File: config.mk
export PLATFORM = sky130hd
export DESIGN_NAME = ssd_scan_driver_flat
export DESIGN_NICKNAME = d
export VERILOG_FILES = /design/src/rtl/ssd_scan_if.sv /design/src/rtl/ssd_scan_driver.sv /design/src/flat_wrapper.sv
export SDC_FILE = /design/constraint.sdc
export NUM_CORES = 1
export LEC_CHECK = 0
export BUFFER_PORTS_ARGS = -buffer_cell sky130_fd_sc_hd__buf_2
export CORE_UTILIZATION = 63
export CTS_BUF_LIST = sky130_fd_sc_hd__clkbuf_2 sky130_fd_sc_hd__clkbuf_4 sky130_fd_sc_hd__clkbuf_8
export DETAILED_ROUTE_END_ITERATION = 6
export GPL_TIMING_DRIVEN = 0
export PLACE_DENSITY_LB_ADDON = 0.2
export SYNTH_ARGS = -nofsm -noshare
export SYNTH_HDL_FRONTEND = slang
export SYNTH_SLANG_ARGS = --single-unit
File: constraint.sdc
create_clock -name clk -period 4 [get_ports clk]
set_clock_uncertainty 0.2 [all_clocks]
set_input_delay 1.2 -clock clk [delete_from_list [all_inputs] [get_ports clk]]
set_output_delay 1.2 -clock clk [all_outputs]
set_load 0.01 [all_outputs]
File: src/rtl/ssd_scan_if.sv
// Load/status and display-drive bundle for the seven-segment scan driver.
// The master issues loads; the slave (the driver) returns busy and the anode/segment drives.
interface ssd_scan_if #(
  parameter int DIGITS = 4,
  parameter int VAL_W  = 13
);
  logic [VAL_W-1:0]  value;
  logic              load;
  logic              busy;
  logic [DIGITS-1:0] anode;
  logic [6:0]        seg;

  modport master (output value, load, input busy, anode, seg);
  modport slave  (input value, load, output busy, anode, seg);
endinterface

File: src/rtl/ssd_scan_driver.sv
// Binary-to-BCD (shift-add-3) converter feeding a double-buffered, time-multiplexed
// common-anode seven-segment scan. Define SSD_BLANK_EN to blank leading-zero digits.
module ssd_scan_driver #(
  parameter int DIGITS       = 4,
  parameter int VAL_W        = 13,
  parameter int REFRESH_BITS = 18
) (
  input  logic      clk,
  input  logic      rst,
  ssd_scan_if.slave bus
);
  localparam int NIB   = DIGITS + 1;
  localparam int BCD_W = 4 * NIB;
  localparam int DIG_W = (DIGITS > 1) ? $clog2(DIGITS) : 1;
  localparam int CNT_W = $clog2(VAL_W + 1);
  localparam logic [CNT_W-1:0] LAST_ITER = CNT_W'(VAL_W - 1);
  localparam logic [DIG_W-1:0] DIG_LAST  = DIG_W'(DIGITS - 1);

  typedef enum logic {IDLE, CONV} state_t;

  state_t              state_reg,  state_next;
  logic [VAL_W-1:0]    shift_reg,  shift_next;
  logic [BCD_W-1:0]    bcd_reg,    bcd_next;
  logic                sticky_reg, sticky_next;
  logic [CNT_W-1:0]    iter_reg,   iter_next;
  logic [4*DIGITS-1:0] disp_reg,   disp_next;
  logic                ovf_reg,    ovf_next;

  logic [BCD_W-1:0]    bcd_adj;
  logic [BCD_W-1:0]    bcd_shifted;

  genvar gi;

  // Add-3 correction of every nibble before the shift.
  for (gi = 0; gi < NIB; gi++) begin : g_adj
    assign bcd_adj[4*gi +: 4] = (bcd_reg[4*gi +: 4] >= 4'd5) ? bcd_reg[4*gi +: 4] + 4'd3
                                                              : bcd_reg[4*gi +: 4];
  end
  assign bcd_shifted = {bcd_adj[BCD_W-2:0], shift_reg[VAL_W-1]};

  always_ff @(posedge clk or posedge rst) begin
    if (rst) begin
      state_reg  <= IDLE;
      shift_reg  <= '0;
      bcd_reg    <= '0;
      sticky_reg <= 1'b0;
      iter_reg   <= '0;
      disp_reg   <= '0;
      ovf_reg    <= 1'b0;
    end else begin
      state_reg  <= state_next;
      shift_reg  <= shift_next;
      bcd_reg    <= bcd_next;
      sticky_reg <= sticky_next;
      iter_reg   <= iter_next;
      disp_reg   <= disp_next;
      ovf_reg    <= ovf_next;
    end
  end

  always_comb begin
    state_next  = state_reg;
    shift_next  = shift_reg;
    bcd_next    = bcd_reg;
    sticky_next = sticky_reg;
    iter_next   = iter_reg;
    disp_next   = disp_reg;
    ovf_next    = ovf_reg;
    case (state_reg)
      IDLE: begin
        if (bus.load) begin
          shift_next  = bus.value;
          bcd_next    = '0;
          sticky_next = 1'b0;
          iter_next   = '0;
          state_next  = CONV;
        end
      end
      CONV: begin
        shift_next  = shift_reg << 1;
        bcd_next    = bcd_shifted;
        // A bit pushed out of the top nibble means the value could not fit at all.
        sticky_next = sticky_reg | bcd_adj[BCD_W-1];
        iter_next   = iter_reg + 1'b1;
        if (iter_reg == LAST_ITER) begin
          disp_next  = bcd_shifted[4*DIGITS-1:0];
          ovf_next   = sticky_reg | bcd_adj[BCD_W-1] | (bcd_shifted[BCD_W-1 -: 4] != 4'd0);
          state_next = IDLE;
        end
      end
      default: state_next = IDLE;
    endcase
  end

  assign bus.busy = (state_reg == CONV);

  logic [REFRESH_BITS-1:0] refresh_reg;
  logic [DIG_W-1:0]        digit_reg;

  always_ff @(posedge clk or posedge rst) begin
    if (rst) begin
      refresh_reg <= '0;
      digit_reg   <= '0;
    end else begin
      refresh_reg <= refresh_reg + 1'b1;
      if (&refresh_reg) begin
        digit_reg <= (digit_reg == DIG_LAST) ? '0 : digit_reg + 1'b1;
      end
    end
  end

  function automatic logic [6:0] seg_decode(input logic [3:0] d);
    case (d)
      4'd0:    return 7'b0000001;
      4'd1:    return 7'b1001111;
      4'd2:    return 7'b0010010;
      4'd3:    return 7'b0000110;
      4'd4:    return 7'b1001100;
      4'd5:    return 7'b0100100;
      4'd6:    return 7'b0100000;
      4'd7:    return 7'b0001111;
      4'd8:    return 7'b0000000;
      4'd9:    return 7'b0000100;
      default: return 7'b1111111;
    endcase
  endfunction

  logic blank;

`ifdef SSD_BLANK_EN
  logic [DIGITS-1:0] zero_from;
  logic              zero_run;

  // zero_from[i]: digit i and every digit above it are zero.
  always_comb begin
    zero_from = '0;
    zero_run  = 1'b1;
    for (int i = DIGITS - 1; i >= 0; i--) begin
      zero_run     = zero_run && (disp_reg[4*i +: 4] == 4'd0);
      zero_from[i] = zero_run;
    end
  end
  assign blank = zero_from[digit_reg] && (digit_reg != '0) && !ovf_reg;
`else
  assign blank = 1'b0;
`endif

  logic [DIGITS-1:0] anode_reg, anode_next;
  logic [6:0]        seg_reg,   seg_next;

  always_comb begin
    anode_next = ~(DIGITS'(1) << digit_reg);
    seg_next   = seg_decode(disp_reg[4*digit_reg +: 4]);
    if (ovf_reg) begin
      seg_next = 7'b1111110;
    end else if (blank) begin
      anode_next = '1;
      seg_next   = 7'b1111111;
    end
  end

  always_ff @(posedge clk or posedge rst) begin
    if (rst) begin
      anode_reg <= '1;
      seg_reg   <= 7'b1111111;
    end else begin
      anode_reg <= anode_next;
      seg_reg   <= seg_next;
    end
  end

  assign bus.anode = anode_reg;
  assign bus.seg   = seg_reg;
endmodule

File: src/flat_wrapper.sv
// flat-port wrapper written by rule: the top's interface ports become plain ports
module ssd_scan_driver_flat 
#(
  parameter int DIGITS       = 4,
  parameter int VAL_W        = 13,
  parameter int REFRESH_BITS = 18
)
  (clk, rst, bus_value, bus_load, bus_busy, bus_anode, bus_seg);
  ssd_scan_if #(.DIGITS(DIGITS), .VAL_W(VAL_W)) bus_i ();
  input  logic clk;
  input  logic rst;
  input wire logic [$bits(bus_i.value)-1:0] bus_value;
  input wire logic [$bits(bus_i.load)-1:0] bus_load;
  output wire logic [$bits(bus_i.busy)-1:0] bus_busy;
  output wire logic [$bits(bus_i.anode)-1:0] bus_anode;
  output wire logic [$bits(bus_i.seg)-1:0] bus_seg;
  assign bus_i.value = bus_value;
  assign bus_i.load = bus_load;
  assign bus_busy = bus_i.busy;
  assign bus_anode = bus_i.anode;
  assign bus_seg = bus_i.seg;
  ssd_scan_driver #(.DIGITS(DIGITS), .VAL_W(VAL_W), .REFRESH_BITS(REFRESH_BITS)) u_core (.clk(clk), .rst(rst), .bus(bus_i));
endmodule
* Word level (Yosys, flattened, before mapping) *
Memory sizes are Yosys's and may differ from the RTL's.
Cells that the tools add are included.

word-level totals
  RAM bits = 0
  memories kept = 1
  output and inout port bits = 12
  register bits = 87
  logic and storage cells = 55
  bits in latches = 0
  ROM bits = 112

cells by class
  equal/unequal tests = 3
  div/mod/pow operators = 0
  shift operators = 2
  $lt $le $gt $ge = 5
  multiply operators = 0
  add/subtract/negate cells = 8
  bitwise operators = 4
  multiplexer cells = 18
  reductions and logical operators = 3

memory list
  name              depth  width  read ports  clocked after Yosys merged registers in  write ports  line                    RTL
  (name not given)  16     7      1           0                                        0            ssd_scan_driver.sv:113  case (d)

operators with widths
  kind                                                                                  number
  20-bit case mux with 2 select lines                                                   1
  13-bit case mux with 2 select lines                                                   1
  4-bit two-way mux                                                                     6
  4-bit by 2-bit adder with 4-bit output (second input constant)                        5
  4-bit by 3-bit greater-or-equal comparator with 1-bit output (second input constant)  5
  20-bit two-way mux                                                                    1
  18-bit by 1-bit adder with 18-bit output (second input constant)                      1
  18-bit AND reduction                                                                  1
  16-bit by 5-bit variable part select with 4-bit output                                1
  13-bit two-way mux                                                                    1
  4-bit case mux with 2 select lines                                                    1
  7-bit two-way mux                                                                     1
  4-bit by 1-bit adder with 4-bit output (second input constant)                        1
  4-bit == test (second input constant)                                                 1
  4-bit NOT                                                                             1
  1-bit case mux with 2 select lines                                                    2
  4-bit nonzero test                                                                    1
  1-bit by 2-bit << shifter with 4-bit output (first input constant)                    1
  1-bit two-way mux                                                                     3
  2-bit by 1-bit adder with 2-bit output (second input constant)                        1
  2-bit == test (second input constant)                                                 1
  2-bit two-way mux                                                                     1
  2-bit inequality test (second input constant)                                         1
  1-bit OR                                                                              2
  2 further kinds                                                                       2

* Longest topological paths before layout *
Gate-level depths: netlist (run 1).

  depth after elaboration = 4
  mapped depth = 8

* Worst setup path after synthesis (run 1) *
OpenSTA, ideal clock, no wires.

  path kind = input to register
  start = in bus_load
  end = reg u_core.sticky_reg
  setup time = 129 ps
  buffers on the path = 2
  slack = 1720 ps
  arrival time = 1951 ps
  stages = 5
  cell sequence = buf_2 > buf_2 > inv_1 > a21oi_1 > nor2_1

between the ends
  longest elaborated chain between the ends = 1

ends and longest elaborated chain
  element                          line                   RTL
  start, declared                  flat_wrapper.sv:13     input wire logic [$bits(bus_i.load)-1:0] bus_load;
  2-bit inequality test (no line)  --
  end signal, assigned             ssd_scan_driver.sv:54  sticky_reg <= sticky_next;
  end, declared                    ssd_scan_driver.sv:24  logic sticky_reg, sticky_next;

No other way between the ends.
A chain may end at the register's enable or synchronous reset.

* Worst setup path in the final report (run 1) *
  start = reg u_core.anode_reg[2] (netlist: u_core.bus.anode[2])
  end = out bus_anode[2]

RTL lines
  element                 line                    RTL
  start, declared         ssd_scan_driver.sv:148  logic [DIGITS-1:0] anode_reg, anode_next;
  start signal, assigned  ssd_scan_driver.sv:167  anode_reg <= anode_next;
  end, declared           flat_wrapper.sv:15      output wire logic [$bits(bus_i.anode)-1:0] bus_anode;

No word-level cell between the ends.

==> metrics.txt, run 1 <==
first-pass GRT wire length=13.7 mm; async set-reset flop share out of synthesis=1.00; sum of negative setup slack=0 ns; fillers=474; Post-Synthesis Cells=402; CP delay by family, top=flip-flops; Final Cycle Share=0.605; Post-synth top cells=76 x dfrtp_1, 57 x nand2_1, 34 x o21ai_0; gpl congestion=0.827; Critical Path AT=1.02 ns; Seq/Total Area, Yosys=0.509; IO Count=28; # nets final=479; Static Leak=2.31 nW; Post-CTS Hold Fix Bufs=0; Worst Hold Slack=0.268 ns; Largest register FFs=20; Synth Area per Inst=10.7 um2; wire length per cell=15.2 um; crit end category=output pin; drt first pass iters=7; CP Class=flip-flop to output pin; Hold Crit Depth=1; internal power=0.00211 W; most frequent cell after synthesis=dfrtp_1; starting density of the core=0.667; Synthesized Nets=441; Seq pwr share=0.417; part of the power in combinational logic=0.396; drc violations=2; DIE HEIGHT=84.7 um; post-layout util=0.738; minimum clock period=2.42 ns; EDFF count, synth=0; Worst EP required=2.60 ns; Die ar.=7170 um2; post-CTS sizing=0; clock power share=0.187; Slew @ Worst Pin=0.645 ns; slowest CP cell=dfstp_2; Mapped Area=4310 um2; crit path from=u_core.bus.anode[2]; row count=29; area delta synth->final=10.7%; CTS sink cnt=87; routed via count=2949; final number of setup-violating endpoints=0; Psw=0.00125 W; Congestion Overflow GR=0; maximum clock rate=413 MHz; Antenna Cells=0; Synth area leaders=dfrtp_1 44%, dfstp_2 6.7%, ha_1 6.7%, mux2i_1 6.5%, nand2_1 5.0%; Sw Ratio=0.372; normalized max-slew margin=0.570; CTS tree=done; CP bufs+invs=1; Horiz. Die Dim=84.7 um; min-delay src=u_core.refresh_reg[17]; reg2reg start=u_core.bcd_reg[16]; critical-path cell list=buf_2; antenna violations before repair=0; number of global-route vias before repair=2954; Worst Hold Class=flip-flop to flip-flop; H-tree Lvls=3; Yosys Warn Count=0; Yosys reg bits=87; Startpoint Class=flip-flop; cell count of the worst reg-to-reg path=7; DP HPWL=5.61 mm; final slew viol count=0; crit path max fanout=1; failing checks=design-rule violations; port bufs=26; power density cells=704 nW/um2; post-synth top area cell=dfrtp_1; CP max stage delay=0.54 ns; CTS Root Cell=clkbuf_8; share of the synthesized area in the top cell type=0.441; Clock transition at path regs=0.09 ns; GRT Util Overall=0.250; clock buffer depth=2; predominant post-synthesis flop cell=dfrtp_1; maxcap violations=0; Final ANT Viol Nets=0; final WL=7.94 mm; Core Footprint=6460 um2; WP depth=1; status=complete, but fails checks; Worst-Skew Late Latency=0.36 ns; Final Power=0.00336 W; number of distinct library cells after synthesis=36; largest net degree at the start of global routing=54; maximum vdd ir drop=0.400 mV; Num CTS Buffers=9; RSZ-0062 raised after global routing=no; initial DRC count=161; vias per std cell=5.65; Post-CTS Setup Repair Bufs=0; share of cells above drive strength 1=0.180; count of final hold-check violations=0
-- power groups by stage --
stage | Combinational, W | Sequential [W] | Clock, W
final | 0.00133 | 0.00140 | 0.000630
after global routing | 0.00151 | 0.00143 | 0.000677
after CTS | 0.00134 | 0.00139 | 0.000642
after detailed placement | 0.00133 | 0.00141 | 0
after global placement | 0.00126 | 0.00139 | 0
after floorplan | 0.00101 | 0.00137 | 0
-- layout make-up --
class / instances / area [um2] / share of cell area
buffer: 16 / 80.1 / 0.0168
clock buffer: 13 / 160 / 0.0336
clock inverter: 3 / 43.8 / 0.00918
inverter: 24 / 92.6 / 0.0194
multi-input combinational: 275 / 1950 / 0.408
sequential: 87 / 2190 / 0.459
tap: 77 / 96.3 / 0.0202
timing repair buffer: 27 / 158 / 0.0331
-- routing by layer --
layer,vias up,GRT usage,share of wire
met3,11,0.0649,0.031
met4,0,0.0878,0.019
met2,55,0.415,0.49
li1,1439,-,-
met1,1444,0.322,0.46
met5,-,0,0
-- layout by cell type (no fill, tap or decap), types with 2 or more instances in the layout --
master	netlist	routed
a21oi_1	17	17
clkbuf_8	0	10
xor2_1	5	5
inv_1	24	23
nand4_1	3	3
a21o_1	6	6
a22o_1	4	4
nand2_1	57	57
clkbuf_4	0	3
o31ai_1	7	7
mux2_2	12	12
ha_1	23	23
dfstp_2	11	11
nor3b_1	6	6
nand3_1	8	8
clkbuf_1	10	10
dfrtp_1	76	76
buf_2	4	30
and4_1	3	3
and2_1	4	4
nor2_1	15	15
buf_6	2	2
mux4_2	3	3
nor2b_1	2	2
nand2b_1	11	11
xnor2_1	17	17
mux2i_1	28	28
o21ai_0	34	34
-- path summary, 6_finish.rpt --
| path | endpoint | slack, ns |
|---|---|---|
| worst max-delay path | bus_anode[2] | 1.58 |
| worst min-delay path | u_core.refresh_reg[17] | 0.27 |
| worst max register to register | u_core.ovf_reg | 1.81 |
| worst min register to register | u_core.refresh_reg[17] | 0.27 |
| max in group asynchronous | u_core.bus.anode[0] | 2.30 |
| min in group asynchronous | u_core.bcd_reg[1] | 0.65 |
-- stage by stage --
step	instance area, um2	cells	setup slack [ns]
6_report	4770	522	1.58
4_1_cts	4770	522	1.57
3_3_place_gp	4530	505	-0.594
2_1_floorplan	4310	402	0.368
3_5_place_dp	4560	506	1.49
5_1_grt	4770	522	1.54
-- kinds of logic (layout without fill, tap and decap cells) --
| group | Yosys count | after routing | share of synthesized area |
|---|---|---|---|
| AOI/OAI and AO/OA | 71 | 71 | 0.0953 |
| xor gates and xnor gates | 22 | 22 | 0.0447 |
| adders and majority gates | 23 | 23 | 0.0668 |
| buffers and inverters | 40 | 83 | 0.0395 |
| DFF | 87 | 87 | 0.509 |
| muxes | 44 | 44 | 0.116 |
| and+or+nand+nor | 115 | 115 | 0.130 |
Power figures use the tool's default switching activity.
==> inputs of run 2 (changes only) <==
- clock period: 4 -> 2.5 ns (I/O delays scaled with it)
==> run 2 against run 1 <==
- the run now ends clean
- design area grew 0.31%
- combinational power grew 63%
- register-to-register slack lost 1.4 ns
- final cell count grew 0.19%
- critical path type is now flip-flop to flip-flop
- clock-buffer cell count shrank 3
- sequential cell count is the same
- sequential power grew 60%
- wire length grew 4.0%
- first-iteration DRC count grew 14%
- sequential share of layout area shrank 0.14 points
- non-clock buffer count grew 1
==> metrics.txt, run 2 (synthesis gave the netlist of run 1 again) <==
RSZ-0062 raised after global routing=no; post-layout util=0.741 (+0.00232); CTS tree=done; wire length per cell=15.8 um (+3.8%); Critical Path AT=2.20 ns (+1.18 ns); Seq pwr share=0.412 (-0.005); Congestion Overflow GR=0 (unchanged); commonest non-fill, non-tap cells in the layout=76 x dfrtp_1, 57 x nand2_1, 34 x o21ai_0; drc violations=0 (-2); clock buffer depth=2 (unchanged); area delta synth->final=11.0%; GRT Util Overall=0.264 (+0.0141); CTS Root Cell=clkbuf_8; Worst EP required=2.56 ns (-0.04 ns); number of global-route vias before repair=3145 (+6.5%); commonest non-fill, non-tap cell in the layout=dfrtp_1; crit path max fanout=6 (+5); first-pass GRT wire length=14.5 mm (+6.3%); DP HPWL=5.87 mm (+4.7%); row count=29 (unchanged); crit path from=u_core.bcd_reg[16]; crit end category=flip-flop; Setup WS pre-CTS=0.393 ns (-1.10 ns); Startpoint Class=flip-flop; Worst setup endpoint=u_core.ovf_reg; gr busiest metal=met2; Post-CTS Setup Repair Bufs=0 (unchanged); initial DRC count=184 (+14%); R2R Setup Slk=0.36 ns (-1.45 ns); met3 GRT Util=0.0462 (-0.0187); Post-CTS Hold Fix Bufs=0 (unchanged); maximum vdd ir drop=0.498 mV (+24%); port bufs=26 (unchanged); internal power=0.00335 W (+59%); share of cells above drive strength 1=0.182 (+0.00184); Largest register FFs=20 (unchanged); minimum clock period=2.14 ns; reg2reg start=u_core.bcd_reg[16]; Die ar.=7170 um2 (unchanged); antenna violations before repair=0 (unchanged); count of final hold-check violations=0 (unchanged); reg2reg end=u_core.ovf_reg; Num CTS Buffers=9 (unchanged); GR Util met2=0.460 (+0.0451); placed cells=507 (+0.20%); DIE HEIGHT=84.7 um (unchanged); post-CTS sizing=0 (unchanged); starting density of the core=0.667 (unchanged); # nets final=480 (+0.21%); part of the power in combinational logic=0.399 (+0.003); CTS sink cnt=87 (unchanged); Final Cycle Share=0.855; power density cells=1140 nW/um2 (+61%); CP Class=flip-flop to flip-flop; Final ANT Viol Nets=0 (unchanged); cell count of the worst reg-to-reg path=7 (unchanged); Static Leak=2.30 nW (-0.29%); clock power share=0.189 (+0.002); Sw Ratio=0.382 (+0.0106); Slew @ Worst Pin=0.645 ns (-0.000165 ns); routing usage on met1=0.331 (+0.00887); Clock transition at path regs=0.09 ns (about the same); Worst Hold Class=input port to asynchronous set/reset pin; normalized max-slew margin=0.568 (-0.00148); final slew viol count=0 (unchanged); gpl congestion=0.796 (-3.7%); Post-Layout Cell Count=523 (+0.19%); final WL=8.25 mm (+4.0%); vias per std cell=5.78 (+2.3%); largest net degree at the start of global routing=41 (-24%); Antenna Cells=0 (unchanged); final number of setup-violating endpoints=0 (unchanged); maximum clock rate=468 MHz; post-layout worst setup margin=0.363 ns (-1.22 ns); routed via count=3023 (+2.5%); maxcap violations=0 (unchanged); sum of negative setup slack=0 ns (unchanged); status=complete, no violations; Worst-Skew Late Latency=0.36 ns (about the same); H-tree Lvls=3 (unchanged); IO Count=28 (unchanged); drt first pass iters=6 (-1); Horiz. Die Dim=84.7 um (unchanged); Core Footprint=6460 um2 (unchanged); Psw=0.00208 W (+66%)
-- run 2: cell count changes in the layout (fill, tap and decap cells not counted), sizes merged --
cell	previous run	this run
inv	24	25
clkbuf	23	20
clkinvlp	0	3
clkinv	2	1
buf	33	34
-- run 2: cell type report --
class | instances | area (um2)
Sequential cell | 87 | 2190
Multi-Input combinational cell | 275 | 1950
Fill cell | 476 | 1680
Timing Repair Buffer | 28 | 170
Clock buffer | 10 | 138
Tap cell | 77 | 96.3
Inverter | 24 | 93.8
Buffer | 16 | 80.1
Clock inverter | 6 | 67.6
-- run 2: per-layer routing --
metal	vias up	routed length, um
li1	1449	-
met1	1504	3670
met2	59	4190
met3	11	284
met4	0	112
met5	-	0
-- run 2: worst min-delay path by stage --
stage                                 startpoint                      to  slack, ns
final                                        rst       u_core.bcd_reg[7]       0.17
after global routing                         rst     u_core.digit_reg[0]       0.18
after CTS                                    rst     u_core.digit_reg[0]       0.16
after detailed placement   u_core.refresh_reg[6]   u_core.refresh_reg[6]       0.26
after global placement    u_core.refresh_reg[17]  u_core.refresh_reg[17]       0.25
after floorplan                   u_core.ovf_reg       u_core.bus.seg[0]       0.23
-- run 2: worst max-delay path: stages (launching register included) --
cell and delay, ns:
dfrtp_1 0.47, inv_1 0.10, ha_1 0.21, nand2b_1 0.08
a21oi_1 0.35, mux2i_1 0.24, a41oi_1 0.19, a21o_1 0.20
-- run 2: through the flow --
step,area [um2],power [W],hold WS [ns]
after floorplan,4310,0.00382,0.234
after global placement,4540,0.00424,0.253
after detailed placement,4580,0.00441,0.261
after CTS,4780,0.00545,0.165
after global routing,4780,0.00585,0.183
final,4780,0.00543,0.166
-- run 2: power groups by stage --
stage	clock, W	combinational [W]	sequential, W
after floorplan	0	0.00162	0.00220
after global placement	0	0.00201	0.00223
after detailed placement	0	0.00216	0.00225
after CTS	0.00104	0.00218	0.00223
after global routing	0.00110	0.00246	0.00230
final	0.00103	0.00217	0.00224
